`config.mk`:
```
export PLATFORM = sky130hd
export DESIGN_NAME = stream_accumulator
export DESIGN_NICKNAME = d
export VERILOG_FILES = /design/src/rtl/stream_accumulator.sv
export SDC_FILE = /design/constraint.sdc
export NUM_CORES = 1
export LEC_CHECK = 0
export BUFFER_PORTS_ARGS = -buffer_cell sky130_fd_sc_hd__buf_2
export CAP_MARGIN = 40
export CORE_ASPECT_RATIO = 0.8
export CORE_MARGIN = 2
export CORE_UTILIZATION = 45
export DETAILED_ROUTE_END_ITERATION = 6
export GPL_ROUTABILITY_DRIVEN = 0
export PLACE_DENSITY = 0.63
export RECOVER_POWER = 25
export SETUP_SLACK_MARGIN = 0.15
export SKIP_CTS_REPAIR_TIMING = 1
export SYNTH_ARGS = -nofsm -noshare
export SYNTH_HDL_FRONTEND = slang
export SYNTH_SLANG_ARGS = --single-unit
```
`constraint.sdc`:
```
create_clock -name clk -period 4.9 [get_ports clk]
set_input_delay 0.245 -clock clk [delete_from_list [all_inputs] [get_ports clk]]
set_output_delay 0.245 -clock clk [all_outputs]
set_load 0.03 [all_outputs]
```
`src/rtl/stream_accumulator.sv`:
```
// rtl/stream_accumulator.sv - windowed stream summer with start-up delay and run/done handshake (optional: STREAM_ACCUMULATOR_SATURATE_EN)
module stream_accumulator #(
    parameter int DATA_W = 32,
    parameter int CNT_W  = 16
) (
    input  logic              clk,
    input  logic              rst,
    input  logic              run,
    output logic              running,
    output logic              done,
    input  logic [DATA_W-1:0] in0,
    input  logic [CNT_W-1:0]  delay0,
    input  logic [CNT_W-1:0]  period,
    input  logic [CNT_W-1:0]  iterations,
    output logic [DATA_W-1:0] out0,
    output logic              out0_valid
);

    typedef enum logic [1:0] {
        S_IDLE  = 2'd0,
        S_DELAY = 2'd1,
        S_ACCUM = 2'd2
    } state_t;

    localparam logic [CNT_W-1:0] CNT_ONE  = {{(CNT_W-1){1'b0}}, 1'b1};
    localparam logic [CNT_W-1:0] CNT_ZERO = '0;

    state_t            state_q;
    logic [CNT_W-1:0]  delay_cnt_q;
    logic [CNT_W-1:0]  period_q;
    logic [CNT_W-1:0]  iter_q;
    logic [CNT_W-1:0]  samp_cnt_q;
    logic [CNT_W-1:0]  iter_cnt_q;
    logic [DATA_W-1:0] acc_q;
    logic [DATA_W-1:0] out0_q;
    logic              valid_q;
    logic              running_q;
    logic              done_q;

    logic [DATA_W-1:0] acc_base_d;
    logic [DATA_W-1:0] sum_d;
    logic              last_sample_d;
    logic              last_iter_d;

    // Two's-complement add; clamps to the signed limits when saturation is built in
    function automatic logic [DATA_W-1:0] add_fn(input logic [DATA_W-1:0] a,
                                                 input logic [DATA_W-1:0] b);
        logic [DATA_W-1:0] s;
        s = a + b;
`ifdef STREAM_ACCUMULATOR_SATURATE_EN
        if ((a[DATA_W-1] == b[DATA_W-1]) && (s[DATA_W-1] != a[DATA_W-1])) begin
            s = a[DATA_W-1] ? {1'b1, {(DATA_W-1){1'b0}}} : {1'b0, {(DATA_W-1){1'b1}}};
        end
`endif
        return s;
    endfunction

    // Window arithmetic: first sample of each window starts from zero, not the old sum
    always_comb begin
        acc_base_d    = (samp_cnt_q == CNT_ZERO) ? '0 : acc_q;
        sum_d         = add_fn(acc_base_d, in0);
        last_sample_d = (samp_cnt_q == (period_q - CNT_ONE));
        last_iter_d   = (iter_cnt_q == (iter_q - CNT_ONE));
    end

    // Control FSM, counters, accumulator and registered outputs
    always_ff @(posedge clk) begin
        if (rst) begin
            state_q     <= S_IDLE;
            delay_cnt_q <= '0;
            period_q    <= '0;
            iter_q      <= '0;
            samp_cnt_q  <= '0;
            iter_cnt_q  <= '0;
            acc_q       <= '0;
            out0_q      <= '0;
            valid_q     <= 1'b0;
            running_q   <= 1'b0;
            done_q      <= 1'b1;
        end else begin
            valid_q <= 1'b0;
            case (state_q)
                S_IDLE: begin
                    if (run && (iterations != CNT_ZERO)) begin
                        period_q   <= (period == CNT_ZERO) ? CNT_ONE : period;
                        iter_q     <= iterations;
                        samp_cnt_q <= '0;
                        iter_cnt_q <= '0;
                        acc_q      <= '0;
                        running_q  <= 1'b1;
                        done_q     <= 1'b0;
                        if (delay0 == CNT_ZERO) begin
                            state_q <= S_ACCUM;
                        end else begin
                            delay_cnt_q <= delay0;
                            state_q     <= S_DELAY;
                        end
                    end
                end
                S_DELAY: begin
                    delay_cnt_q <= delay_cnt_q - CNT_ONE;
                    if (delay_cnt_q == CNT_ONE) begin
                        state_q <= S_ACCUM;
                    end
                end
                S_ACCUM: begin
                    acc_q <= sum_d;
                    if (last_sample_d) begin
                        samp_cnt_q <= '0;
                        out0_q     <= sum_d;
                        valid_q    <= 1'b1;
                        if (last_iter_d) begin
                            state_q   <= S_IDLE;
                            running_q <= 1'b0;
                            done_q    <= 1'b1;
                        end else begin
                            iter_cnt_q <= iter_cnt_q + CNT_ONE;
                        end
                    end else begin
                        samp_cnt_q <= samp_cnt_q + CNT_ONE;
                    end
                end
                default: begin
                    state_q   <= S_IDLE;
                    running_q <= 1'b0;
                    done_q    <= 1'b1;
                end
            endcase
        end
    end

    assign out0       = out0_q;
    assign out0_valid = valid_q;
    assign running    = running_q;
    assign done       = done_q;

endmodule

```
==> flow_summary_export.csv <==
group,metric,value,unit
synth,synth_cells,1161,
global_route,met3_usage,0.04987,
layout,final_util,0.5245,
power_and_ir_drop,irDropWorstVdd,0.2071,mV
clock_tree,clk-insertion-delay-late,0.43,ns
global_route,antenna_found_initial,0,
sta,finClkSkew,0.01233,ns
global_route,gr-usage-all-layers,0.2264,
synth,yosysWarnings,0,
placed_design,port_buffers,117,
routing,vias,8565,
run_status,status,"complete, no violations",
die,row_count,46,
synth,synth_flop_cell,"dfxtp_1",
clock_tree,tritoncts,"done",
die,die_area,21390,µm²
global_route,use_met1,0.3235,
global_route,gr-usage-met2,0.3458,
sta,layout_min_cycle_time,4.109,ns
routing,routed_wl,23660,µm
layout,area_growth,14.39,%
global_route,grt_max_degree,77,
power_and_ir_drop,power.density,304.0,nW/µm²
sta,slew_violations,0,
global_route,grt_pass1_vias,7766,
routing,first_iter_violations,638,
die,die_w,163.0,µm
clock_tree,clk_pin_slew,0.06,ns
sta,slew_headroom,0.4399,
routing,first_pass_iters,5,
sta,max_freq,0.2434,GHz
setup_path,cp.arrival,4.45,ns
die,die_y,131.2,µm
global_route,overflow,0,
setup_path,r2r_slack,0.79,ns
min_path,hp-class,"in -> reg",
power_and_ir_drop,p_total,3.166,mW
synth,synthTopCellsByArea,"dfxtp_1 (33%), nand2_1 (6.4%), ha_1 (5.2%)",
placed_design,place_area,9873,µm²
sta,finalSetupTns,0,ns
sta,min_period_over_period,0.8385,
layout,final_nets,1366,
die,initial_core_util,0.4585,
synth,synth-edff-count,0,
layout,final_common_cell,"nand2_1",
power_and_ir_drop,p_leak,4.135,nW
layout,design_area,10420,µm²
setup_path,cp.required,5.24,ns
die,core,19860,µm²
clock_tree,cts_buffer_depth,2,
synth,syn_area,9105,µm²
routing,wl_per_cell,15.56,µm
routing,via_per_inst,5.631,
layout,final_layout_size_suffix_gt1_frac,0.1107,
synth,synth_seq_cells,149,
routing,ant_nets,0,
routing,drc,0,
setup_path,worst_setup_path_start_kind,"flip-flop",
setup_path,end_kind,"flip-flop",
sta,rsz0062_at_grt,"no",
job,cap_violations,0,
synth,synth.distinct_cells,74,
global_route,grt_pass1_wl,39490,µm
synth,syn-num-nets,1283,
synth,yosysTopAreaCell,"dfxtp_1",
sta,finalHoldViolCount,0,
synth,synth-async-reset-ratio,0,
synth,synth.avg_cell_area,7.842,µm²
sta,max_slew.worst_pin.slew,0.8371,ns
global_route,busiest_layer,"met2",
synth,synth_top_cell_area_share,0.3276,
layout,layout_common_cells,"nand2_1 (155), dfxtp_1 (149), nor2_1 (101), a21oi_1 (88), buf_2 (81)",
die,io_pins,118,
clock_tree,htree_levels,4,
setup_path,cp_max_fo,22,
synth,ys_seq_area_frac,0.3276,
setup_path,path_class,"reg -> reg",
clock_tree,cts-root-buf,"clkbuf_16",
placed_design,dp_hpwl,17050,µm
clock_tree,cts-buffers-inserted,17,
sta,finalSetupViolations,0,
clock_tree,cts.sinks,149,
## layout make-up
class / instances / area, µm²
diodes: 1 / 2.502
clock buffers: 22 / 474.2
clock inverters: 9 / 102.6
fillers: 1970 / 9442
inverters: 19 / 71.32
multi-input cells: 925 / 5787
flip-flops and latches: 149 / 2983
well taps: 264 / 330.3
repair buffers: 132 / 664.4
## layer usage
metal | wire length (µm) | up-vias
li1 | - | 4374
met1 | 11780 | 3963
met2 | 10290 | 205
met3 | 1291 | 23
met4 | 307 | 0
met5 | 0 | -
## state kept, by name, summed over array words and instances (netlist names)
signal,count
iter_q,16
done,1
out0,32
period_q,16
samp_cnt_q,16
out0_valid,1
iter_cnt_q,16
state_q,2
delay_cnt_q,16
acc_q,32
running,1
## metrics by stage
stage               setup WS [ns]  hold slack (ns)  std cells
floorplan                   1.285           0.3810       1161
global placement           0.6990           0.4305       1486
detailed placement         0.5260           0.4340       1488
CTS                        0.5028          0.05248       1519
global route               0.4072          0.06048       1520
finish                     0.7913          0.05949       1521
## where the power goes
group          leakage (nW)  internal (mW)  total [mW]  switching [mW]
Clock                 0.278          0.783        1.29           0.511
Combinational          2.65          0.210       0.552           0.342
Sequential             1.21           1.26        1.32          0.0580
Total                  4.13           2.25        3.17           0.911
## critical path, cell delays in order (launching register included)
cell and delay [ns]:
dfxtp_1 0.33, inv_1 0.09, ha_1 0.14, nor4b_1 0.29, nand4_1 0.14, buf_4 0.20, buf_4 0.21, and2_1 0.18
ha_1 0.37, a21oi_1 0.31, o221ai_1 0.16, a211oi_1 0.29, nand3_1 0.26, a21oi_1 0.34, a21oi_1 0.15, a31oi_1 0.21
xnor2_1 0.12, a211oi_1 0.23
## cells by family (layout without fill, tap and decap cells)
kind of cell             count (synthesis)  in the layout  synth area share
AO/OA/AOI/OAI                          289            289            0.2059
adder cells (fa/ha/maj)                 39             39           0.05442
XOR/XNOR                                70             70           0.06734
AND/OR/NAND/NOR                        490            490            0.2655
flip-flops                             149            149            0.3276
buffers and inverters                   87            182           0.03834
other                                    0              1                 0
multiplexers                            37             37           0.04095
## synthesized netlist by cell type (3+ instances only)
master    number
nor2b_1        6
nand3_1       40
a311oi_1      11
xnor2_1       42
o21bai_1       5
a22o_1        11
dfxtp_1      149
clkbuf_1      57
a211oi_1      19
nand3b_1       3
and2_1        40
a31oi_1       18
o31ai_1        6
nor3_1        27
mux2i_1       35
a22oi_1       12
nor2_1       101
nor4b_1        6
o21ai_1        4
or4_1          4
ha_1          38
a21o_1        18
nand2_1      155
xor2_1        28
nand4_1       23
a41o_1         5
a21oi_1       88
and3_1        19
o221ai_1       3
or3_1         15
o22ai_1        4
o21ai_0       53
nand2b_1      16
inv_1         19
nor4_1        19
o21a_1         7
buf_2          6
## final timing paths
| kind | to | depth (start not counted) | start |
|---|---|---|---|
| worst max-delay path | out0[31] | 17 | samp_cnt_q[0] |
| worst min-delay path | period_q[8] | 3 | period[8] |
| worst max register to register | out0[31] | 17 | samp_cnt_q[0] |
| worst min register to register | acc_q[28] | 2 | acc_q[28] |
No activity file was read; power rests on OpenSTA's default activity.
